--- src/rtl/icb_dma_master_if.sv ---
// ICB command/response channel bundle shared by the DMA initiator and its slave.
interface icb_dma_master_if;
  logic        cmd_valid;
  logic        cmd_ready;
  logic        cmd_read;
  logic [31:0] cmd_addr;
  logic [31:0] cmd_wdata;
  logic [3:0]  cmd_wmask;
  logic        rsp_valid;
  logic        rsp_ready;
  logic [31:0] rsp_rdata;
  logic        rsp_err;

  modport master (
    output cmd_valid, cmd_read, cmd_addr, cmd_wdata, cmd_wmask, rsp_ready,
    input  cmd_ready, rsp_valid, rsp_rdata, rsp_err
  );

  modport slave (
    input  cmd_valid, cmd_read, cmd_addr, cmd_wdata, cmd_wmask, rsp_ready,
    output cmd_ready, rsp_valid, rsp_rdata, rsp_err
  );
endinterface

--- src/rtl/icb_dma_master.sv ---
// ICB DMA initiator: copies len 32-bit words from src to dst, one read then one
// write per word, with at most one transaction outstanding.
module icb_dma_master #(
  parameter int          LEN_W     = 13,
  parameter logic [31:0] ADDR_STEP = 32'd4
) (
  input  logic                clk,
  input  logic                rst,
  input  logic                start,
  input  logic [31:0]         src_addr,
  input  logic [31:0]         dst_addr,
  input  logic [LEN_W-1:0]    len,
  output logic                busy,
  output logic                done,
  output logic                err,
  icb_dma_master_if.master    icb
);

  localparam logic [2:0] S_IDLE   = 3'd0;
  localparam logic [2:0] S_RD_CMD = 3'd1;
  localparam logic [2:0] S_RD_RSP = 3'd2;
  localparam logic [2:0] S_WR_CMD = 3'd3;
  localparam logic [2:0] S_WR_RSP = 3'd4;
  localparam logic [2:0] S_FIN    = 3'd5;

  logic [2:0]       state;
  logic [31:0]      src_q;
  logic [31:0]      dst_q;
  logic [31:0]      data_q;
  logic [LEN_W-1:0] remaining;

  // NOTE: all state updates use non-blocking assignments so every register
  // samples the pre-edge values, independent of statement order.
  always_ff @(posedge clk) begin
    if (rst) begin
      state     <= S_IDLE;
      src_q     <= '0;
      dst_q     <= '0;
      data_q    <= '0;
      remaining <= '0;
      done      <= 1'b0;
      err       <= 1'b0;
    end else begin
      done <= 1'b0;
      case (state)
        S_IDLE: begin
          if (start) begin
            src_q     <= src_addr;
            dst_q     <= dst_addr;
            remaining <= len;
            err       <= 1'b0;
            state     <= (len == '0) ? S_FIN : S_RD_CMD;
          end
        end
        S_RD_CMD: begin
          if (icb.cmd_ready) state <= S_RD_RSP;
        end
        S_RD_RSP: begin
          if (icb.rsp_valid) begin
            if (icb.rsp_err) begin
              err   <= 1'b1;
              state <= S_FIN;
            end else begin
              data_q <= icb.rsp_rdata;
              state  <= S_WR_CMD;
            end
          end
        end
        S_WR_CMD: begin
          if (icb.cmd_ready) state <= S_WR_RSP;
        end
        S_WR_RSP: begin
          if (icb.rsp_valid) begin
            if (icb.rsp_err) begin
              err   <= 1'b1;
              state <= S_FIN;
            end else begin
              src_q     <= src_q + ADDR_STEP;
              dst_q     <= dst_q + ADDR_STEP;
              remaining <= remaining - LEN_W'(1);
              state     <= (remaining == LEN_W'(1)) ? S_FIN : S_RD_CMD;
            end
          end
        end
        S_FIN: begin
          // done is registered, so it lands the cycle after FIN as busy drops.
          done  <= 1'b1;
          state <= S_IDLE;
        end
        default: state <= S_IDLE;
      endcase
    end
  end

  // Bus outputs are decoded from state and registers only, never from inputs.
  // NOTE: every output gets a default first so no path through the case
  // leaves a value unassigned and infers a latch.
  always_comb begin
    icb.cmd_valid = 1'b0;
    icb.cmd_read  = 1'b0;
    icb.cmd_addr  = '0;
    icb.cmd_wdata = '0;
    icb.cmd_wmask = 4'h0;
    icb.rsp_ready = 1'b0;
    case (state)
      S_RD_CMD: begin
        icb.cmd_valid = 1'b1;
        icb.cmd_read  = 1'b1;
        icb.cmd_addr  = src_q;
      end
      S_WR_CMD: begin
        icb.cmd_valid = 1'b1;
        icb.cmd_addr  = dst_q;
        icb.cmd_wdata = data_q;
        icb.cmd_wmask = 4'hF;
      end
      S_RD_RSP, S_WR_RSP: icb.rsp_ready = 1'b1;
      default: ;
    endcase
  end

  assign busy = (state != S_IDLE);

endmodule

--- src/flat_wrapper.sv ---
// flat-port wrapper written by rule: the top's interface ports become plain ports
module icb_dma_master_flat 
#(
  parameter int          LEN_W     = 13,
  parameter logic [31:0] ADDR_STEP = 32'd4
)
  (clk, rst, start, src_addr, dst_addr, len, busy, done, err, icb_cmd_valid, icb_cmd_read, icb_cmd_addr, icb_cmd_wdata, icb_cmd_wmask, icb_rsp_ready, icb_cmd_ready, icb_rsp_valid, icb_rsp_rdata, icb_rsp_err);
  icb_dma_master_if icb_i ();
  input  logic clk;
  input  logic rst;
  input  logic start;
  input  logic [31:0] src_addr;
  input  logic [31:0] dst_addr;
  input  logic [LEN_W-1:0] len;
  output logic busy;
  output logic done;
  output logic err;
  output wire logic [$bits(icb_i.cmd_valid)-1:0] icb_cmd_valid;
  output wire logic [$bits(icb_i.cmd_read)-1:0] icb_cmd_read;
  output wire logic [$bits(icb_i.cmd_addr)-1:0] icb_cmd_addr;
  output wire logic [$bits(icb_i.cmd_wdata)-1:0] icb_cmd_wdata;
  output wire logic [$bits(icb_i.cmd_wmask)-1:0] icb_cmd_wmask;
  output wire logic [$bits(icb_i.rsp_ready)-1:0] icb_rsp_ready;
  input wire logic [$bits(icb_i.cmd_ready)-1:0] icb_cmd_ready;
  input wire logic [$bits(icb_i.rsp_valid)-1:0] icb_rsp_valid;
  input wire logic [$bits(icb_i.rsp_rdata)-1:0] icb_rsp_rdata;
  input wire logic [$bits(icb_i.rsp_err)-1:0] icb_rsp_err;
  assign icb_cmd_valid = icb_i.cmd_valid;
  assign icb_cmd_read = icb_i.cmd_read;
  assign icb_cmd_addr = icb_i.cmd_addr;
  assign icb_cmd_wdata = icb_i.cmd_wdata;
  assign icb_cmd_wmask = icb_i.cmd_wmask;
  assign icb_rsp_ready = icb_i.rsp_ready;
  assign icb_i.cmd_ready = icb_cmd_ready;
  assign icb_i.rsp_valid = icb_rsp_valid;
  assign icb_i.rsp_rdata = icb_rsp_rdata;
  assign icb_i.rsp_err = icb_rsp_err;
  icb_dma_master #(.LEN_W(LEN_W), .ADDR_STEP(ADDR_STEP)) u_core (.clk(clk), .rst(rst), .start(start), .src_addr(src_addr), .dst_addr(dst_addr), .len(len), .busy(busy), .done(done), .err(err), .icb(icb_i));
endmodule
--- config.mk ---
export PLATFORM = sky130hd
export DESIGN_NAME = icb_dma_master_flat
export DESIGN_NICKNAME = d
export VERILOG_FILES = /design/src/rtl/icb_dma_master_if.sv /design/src/rtl/icb_dma_master.sv /design/src/flat_wrapper.sv
export SDC_FILE = /design/constraint.sdc
export NUM_CORES = 1
export LEC_CHECK = 0
export BUFFER_PORTS_ARGS = -buffer_cell sky130_fd_sc_hd__buf_4
export CORE_ASPECT_RATIO = 0.75
export CORE_MARGIN = 10
export CORE_UTILIZATION = 25
export CTS_BUF_LIST = sky130_fd_sc_hd__clkbuf_16
export CTS_CLUSTER_SIZE = 24
export DETAILED_ROUTE_END_ITERATION = 12
export SYNTH_ARGS = -nofsm -noshare
export SYNTH_HDL_FRONTEND = slang
export SYNTH_SLANG_ARGS = --single-unit
--- constraint.sdc ---
create_clock -name clk -period 2.4 [get_ports clk]
set_clock_uncertainty 0.05 [all_clocks]
set_input_delay 0.24 -clock clk [delete_from_list [all_inputs] [get_ports clk]]
set_output_delay 0.24 -clock clk [all_outputs]
set_load 0.05 [all_outputs]
======== After elaboration in Yosys (flattened, before gate mapping) ========
Index checks and enable logic that the tools add are counted.
cells by class
  $add $sub $neg .......................... 3
  eq/ne operators ......................... 14
  mux-type cells .......................... 33
  bitwise gates (word level) .............. 1
  reductions and logical operators ........ 11
operator list
  operator                                                                 count
  32-bit 2-to-1 mux                                                        7
  32-bit one-hot mux with 2 select lines                                   3
  32-bit by 3-bit adder with 32-bit output, second input constant          2
  13-bit 2-to-1 mux                                                        3
  3-bit 2-to-1 mux                                                         9
  13-bit one-hot mux with 2 select lines                                   1
  3-bit one-hot mux with 5 select lines                                    1
  13-bit by 1-bit equality test with 1-bit output, second input constant   1
  13-bit zero test                                                         1
  13-bit by 1-bit subtractor with 13-bit output, second input constant     1
  2-bit inequality test, second input constant                             6
  4-bit AND reduction                                                      2
  1-bit 2-to-1 mux                                                         7
  3-bit by 2-bit equality test with 1-bit output, second input constant    2
  3-bit equality test, second input constant                               2
  5-bit AND reduction                                                      1
  4-bit 2-to-1 mux                                                         1
  2-bit by 1-bit inequality test with 1-bit output, second input constant  2
  2-bit nonzero test                                                       2
  2-bit OR reduction                                                       2
  3-bit by 1-bit equality test with 1-bit output, second input constant    1
  3-bit zero test                                                          1
  3-bit AND reduction                                                      1
  3-bit nonzero test                                                       1
  2 further kinds                                                          2
word-level totals
  bits in registers ....................... 114
  bits of input ports ..................... 115
  output and inout bits ................... 74
  logic and storage cells ................. 69

======== Depth between registers and ports, before layout ========
  word-level depth ........................ 5
  mapped depth ............................ 8

======== Worst setup path after synthesis ========
OpenSTA, ideal clock, no wires.
  path kind ............................... register to output
  from .................................... register u_core.state[1]
  to ...................................... output icb_cmd_addr[25]
  arrival ................................. 2.242 ns
  data required time ...................... 2.110 ns
  setup slack ............................. -0.132 ns
  stages on the path, launching flop included .. 6
  buffers on the path ..................... 3
  cells stage by stage .................... dfxtp_1 -> buf_1 -> buf_1 -> buf_1 -> mux2i_1 -> nor2_1
between the ends
  longest elaborated chain between the ends .. 2
ends and longest elaborated chain
  element                                                                                                           line                   RTL
  start: declaration                                                                                                icb_dma_master.sv:26   logic [2:0] state;
  start signal: assignment                                                                                          icb_dma_master.sv:52   state <= (len == '0) ? S_FIN : S_RD_CMD;
  start signal: assignment                                                                                          icb_dma_master.sv:81   state <= (remaining == LEN_W'(1)) ? S_FIN : S_RD_CMD;
  3-bit by 2-bit equality test with 1-bit output or 3-bit by 1-bit equality test with 1-bit output (tied branches)  icb_dma_master.sv:105  case (state)
  32-bit one-hot mux with 2 select lines (*)                                                                        icb_dma_master.sv:105
  end: declaration                                                                                                  flat_wrapper.sv:20     output wire logic [$bits(icb_i.cmd_addr)-1:0] icb_cmd_addr;
Every way passes the cells marked *; elsewhere a longest branch is shown, timed or not.

======== Worst setup path in the final report ========
  from .................................... register u_core.state[1]
  to ...................................... output icb_cmd_addr[6]
Same word-level chain as after synthesis.

==> results.py <==
metrics = {
    "sta": {
        "relSlewSlack_pct": 51.1,
        "hold_viol": 0,
        "drv_slew": 0,
        "worst_slew_pin_slew_ns": 0.727,
        "fmax_mhz": 444,
        "finalCriticalPeriod_ns": 2.25,
        "setup_viol": 0,
        "rsz0062_at_grt": "false",
        "tns_ns": 0,
        "fin_hold_ws_ns": 0.0224,
        "post-route-period-util_pct": 93.8,
    },
    "floorplanning": {
        "core-area_sq_um": 27300,
        "start_util_pct": 25.6,
        "die_h_um": 165,
        "die_area_sq_um": 35200,
        "die_w_um": 213,
        "io_pins": 189,
        "rows": 52,
    },
    "critical_path": {
        "startpoint_type": "flop",
        "cp_max_fo": 30,
        "arrival_ns": 1.96,
        "cp_slowest_cell": "buf_4",
        "worstReg2RegEnd": "u_core.src_q[30]",
        "critPathKind": "reg -> out",
        "rr_worst_depth": 6,
        "r2r-start": "u_core.src_q[2]",
        "max_stage_delay_ns": 0.48,
        "cpMostUsedCell": "buf_4",
        "critPathRequiredTime_ns": 2.11,
        "worstPathCellList": "buf_4 > mux2i_1 > nor2_1 > buf_4",
        "r2r_slack_ns": 0.16,
        "end_kind": "primary output",
    },
    "clock_network": {
        "htreeDepth": 4,
        "cts_setup_buffers": 0,
        "cts_num_sinks": 114,
        "cts_tree": "done",
        "numCtsBuffers": 17,
        "clk-insertion-delay-late_ns": 0.42,
        "root_buffer": "clkbuf_16",
        "clk_path_buf_depth": 2,
        "clk_pin_slew_ns": 0.05,
    },
    "routing": {
        "via_count": 8085,
        "dr.pass1.iters": 5,
        "drc": 0,
        "drt-wirelength-per-cell_um": 18.8,
        "drtIter0Drc": 929,
        "ant_nets": 0,
        "routed_wirelength_um": 28800,
        "drt-vias-per-instance": 5.28,
    },
    "yosys": {
        "ys_seq_elements": 114,
        "synth_most_common_cell": "nand2_1",
        "synth_commonest_cells": "143 x nand2_1, 114 x dfxtp_1, 106 x nor2_1",
        "synth_top_area_cell": "dfxtp_1",
        "avgSynthCellArea_sq_um": 7.11,
        "ys_seq_area_share_pct": 32.6,
        "yosys_warnings": 0,
        "synth_cell_type_count": 64,
        "async_flop_share_pct": 0,
        "netlist_area_sq_um": 7010,
        "synthTopCellsByArea": "dfxtp_1 33%, nand2_1 7.7%, a21oi_1 7.5%, mux2i_1 6.7%, nor2_1 5.7%",
        "synth_top_area_share_pct": 32.6,
        "netlist_instances": 986,
        "synth_edf_count": 0,
        "syn_nets": 1105,
        "synthFlopType": "dfxtp_1",
    },
    "finish": {
        "n_antenna_cell": 0,
        "nNetsFinal": 1287,
        "drive_gt1_share_pct": 24.0,
        "areaGrowthSynthToFinish_pct": 38.5,
        "nFillCells": 2880,
        "fin_util_pct": 35.5,
    },
    "pwr": {
        "finalPower_uw": 5910,
        "p_sw_uw": 1800,
        "seq_power_share_pct": 37.0,
        "leakage_uw": 0.00380,
        "power_switching_share_pct": 30.4,
        "intPower_uw": 4110,
        "p_per_area_nw_per_um2": 609,
        "pwr-share-comb_pct": 19.8,
        "vdd_drop_max_mv": 0.535,
        "clkPwrFrac_pct": 43.2,
    },
    "placement": {
        "io_buffers": 188,
        "place_hpwl_um": 21200,
        "routabilityCongestion": 0.912,
    },
    "worst_hold_path": {
        "hold_end": "u_core.data_q[22]",
        "hp-start": "icb_rsp_rdata[22]",
        "hold_class": "in -> reg",
        "hold_depth": 3,
    },
    "global_routing": {
        "grt_max_degree": 47,
        "grt_pass1_wl_um": 44100,
        "grt_overflow": 0,
        "grt_pass1_vias": 7579,
        "grt_usage_pct": 15.9,
        "grt_antenna_before_repair": 0,
    },
    "job": {
        "drv_cap": 0,
    },
    "outcome": {
        "status": "completed",
    },
}
metrics by stage:
stage	instance area (sq um)	instances	setup WS, ns
after floorplan	7020	986	-0.132
after global placement	8920	1479	0.248
after detailed placement	8920	1479	0.212
after CTS	9710	1532	0.122
after global routing	9710	1532	0.00198
final	9710	1532	0.149
worst max-delay path by stage:
stage | start | to | slack [ns]
after floorplan | u_core.state[1] | icb_cmd_addr[28] | -0.13
after global placement | u_core.remaining[4] | u_core.remaining[12] | 0.25
after detailed placement | u_core.remaining[4] | u_core.remaining[12] | 0.21
after CTS | u_core.state[2] | icb_cmd_wdata[29] | 0.12
after global routing | u_core.state[2] | icb_cmd_wdata[5] | 0.002
final | u_core.state[1] | icb_cmd_addr[6] | 0.15
flip-flops by register name (all words and copies together), names as in the netlist:
name,flops
u_core.err,1
u_core.data_q,32
u_core.done,1
u_core.src_q,32
u_core.remaining,13
u_core.dst_q,32
u_core.state,3
power groups by stage:
stage / Combinational (uW) / Sequential [uW] / Clock [uW]
floorplan: 711 / 2160 / 0
global placement: 1130 / 2210 / 0
detailed placement: 1140 / 2220 / 0
CTS: 1170 / 2180 / 2600
global route: 1280 / 2210 / 2690
finish: 1170 / 2190 / 2550
final cells by class:
type | count | area [sq um] | area share, %
clock buffer | 17 | 425 | 4.38
multi-input combinational | 764 | 4340 | 44.7
timing repair buffer | 256 | 2010 | 20.7
inverter | 15 | 56.3 | 0.580
clock inverter | 15 | 150 | 1.55
sequential | 114 | 2290 | 23.6
tap | 351 | 439 | 4.52
metal layers:
layer	part of all wire, %	GRT usage [%]	vias to the layer above
li1	-	-	3921
met4	1.2	4.18	0
met3	7.7	3.77	22
met5	0	0	-
met1	47	22.5	3840
met2	44	23.6	302
repair_timing:
action | 4_1_cts | 5_1_grt
hold buffers | 21 | 0
resized for setup | 0 | 0
hold endpoints to repair | 21 | 0
layout by cell type, fill, tap and decap left out, drive strengths merged, types with 10 or more instances in the layout:
cell | Yosys | layout
buf | 15 | 235
nand2 | 143 | 143
dfxtp | 114 | 114
a21oi | 106 | 106
nor2 | 106 | 106
o21ai | 48 | 48
mux2i | 47 | 47
and3 | 43 | 43
nand3 | 40 | 40
nor3 | 33 | 33
dlygate4sd3 | 0 | 21
nor4 | 19 | 19
nand4 | 18 | 18
o22ai | 18 | 18
clkbuf | 78 | 17
inv | 14 | 16
a31oi | 15 | 15
and2 | 10 | 10
logic make-up (layout without fill, tap and decap cells):
| group | after synthesis | count (layout) | synth area share, % |
|---|---|---|---|
| flops | 114 | 114 | 32.6 |
| fa+ha+maj | 4 | 4 | 0.714 |
| simple gates | 454 | 454 | 31.2 |
| mux | 48 | 48 | 6.87 |
| compound gates | 256 | 256 | 22.3 |
| xor+xnor | 2 | 2 | 0.250 |
| buf+inv | 108 | 303 | 6.03 |
worst max-delay path: cells and delay by family (launching register included):
kind / cells / cell delay [ns]
simple gates: 1 / 0.08
mux: 1 / 0.38
flops: 1 / 0.38
buf+inv: 2 / 0.68
(Power assumes the default switching activity.)
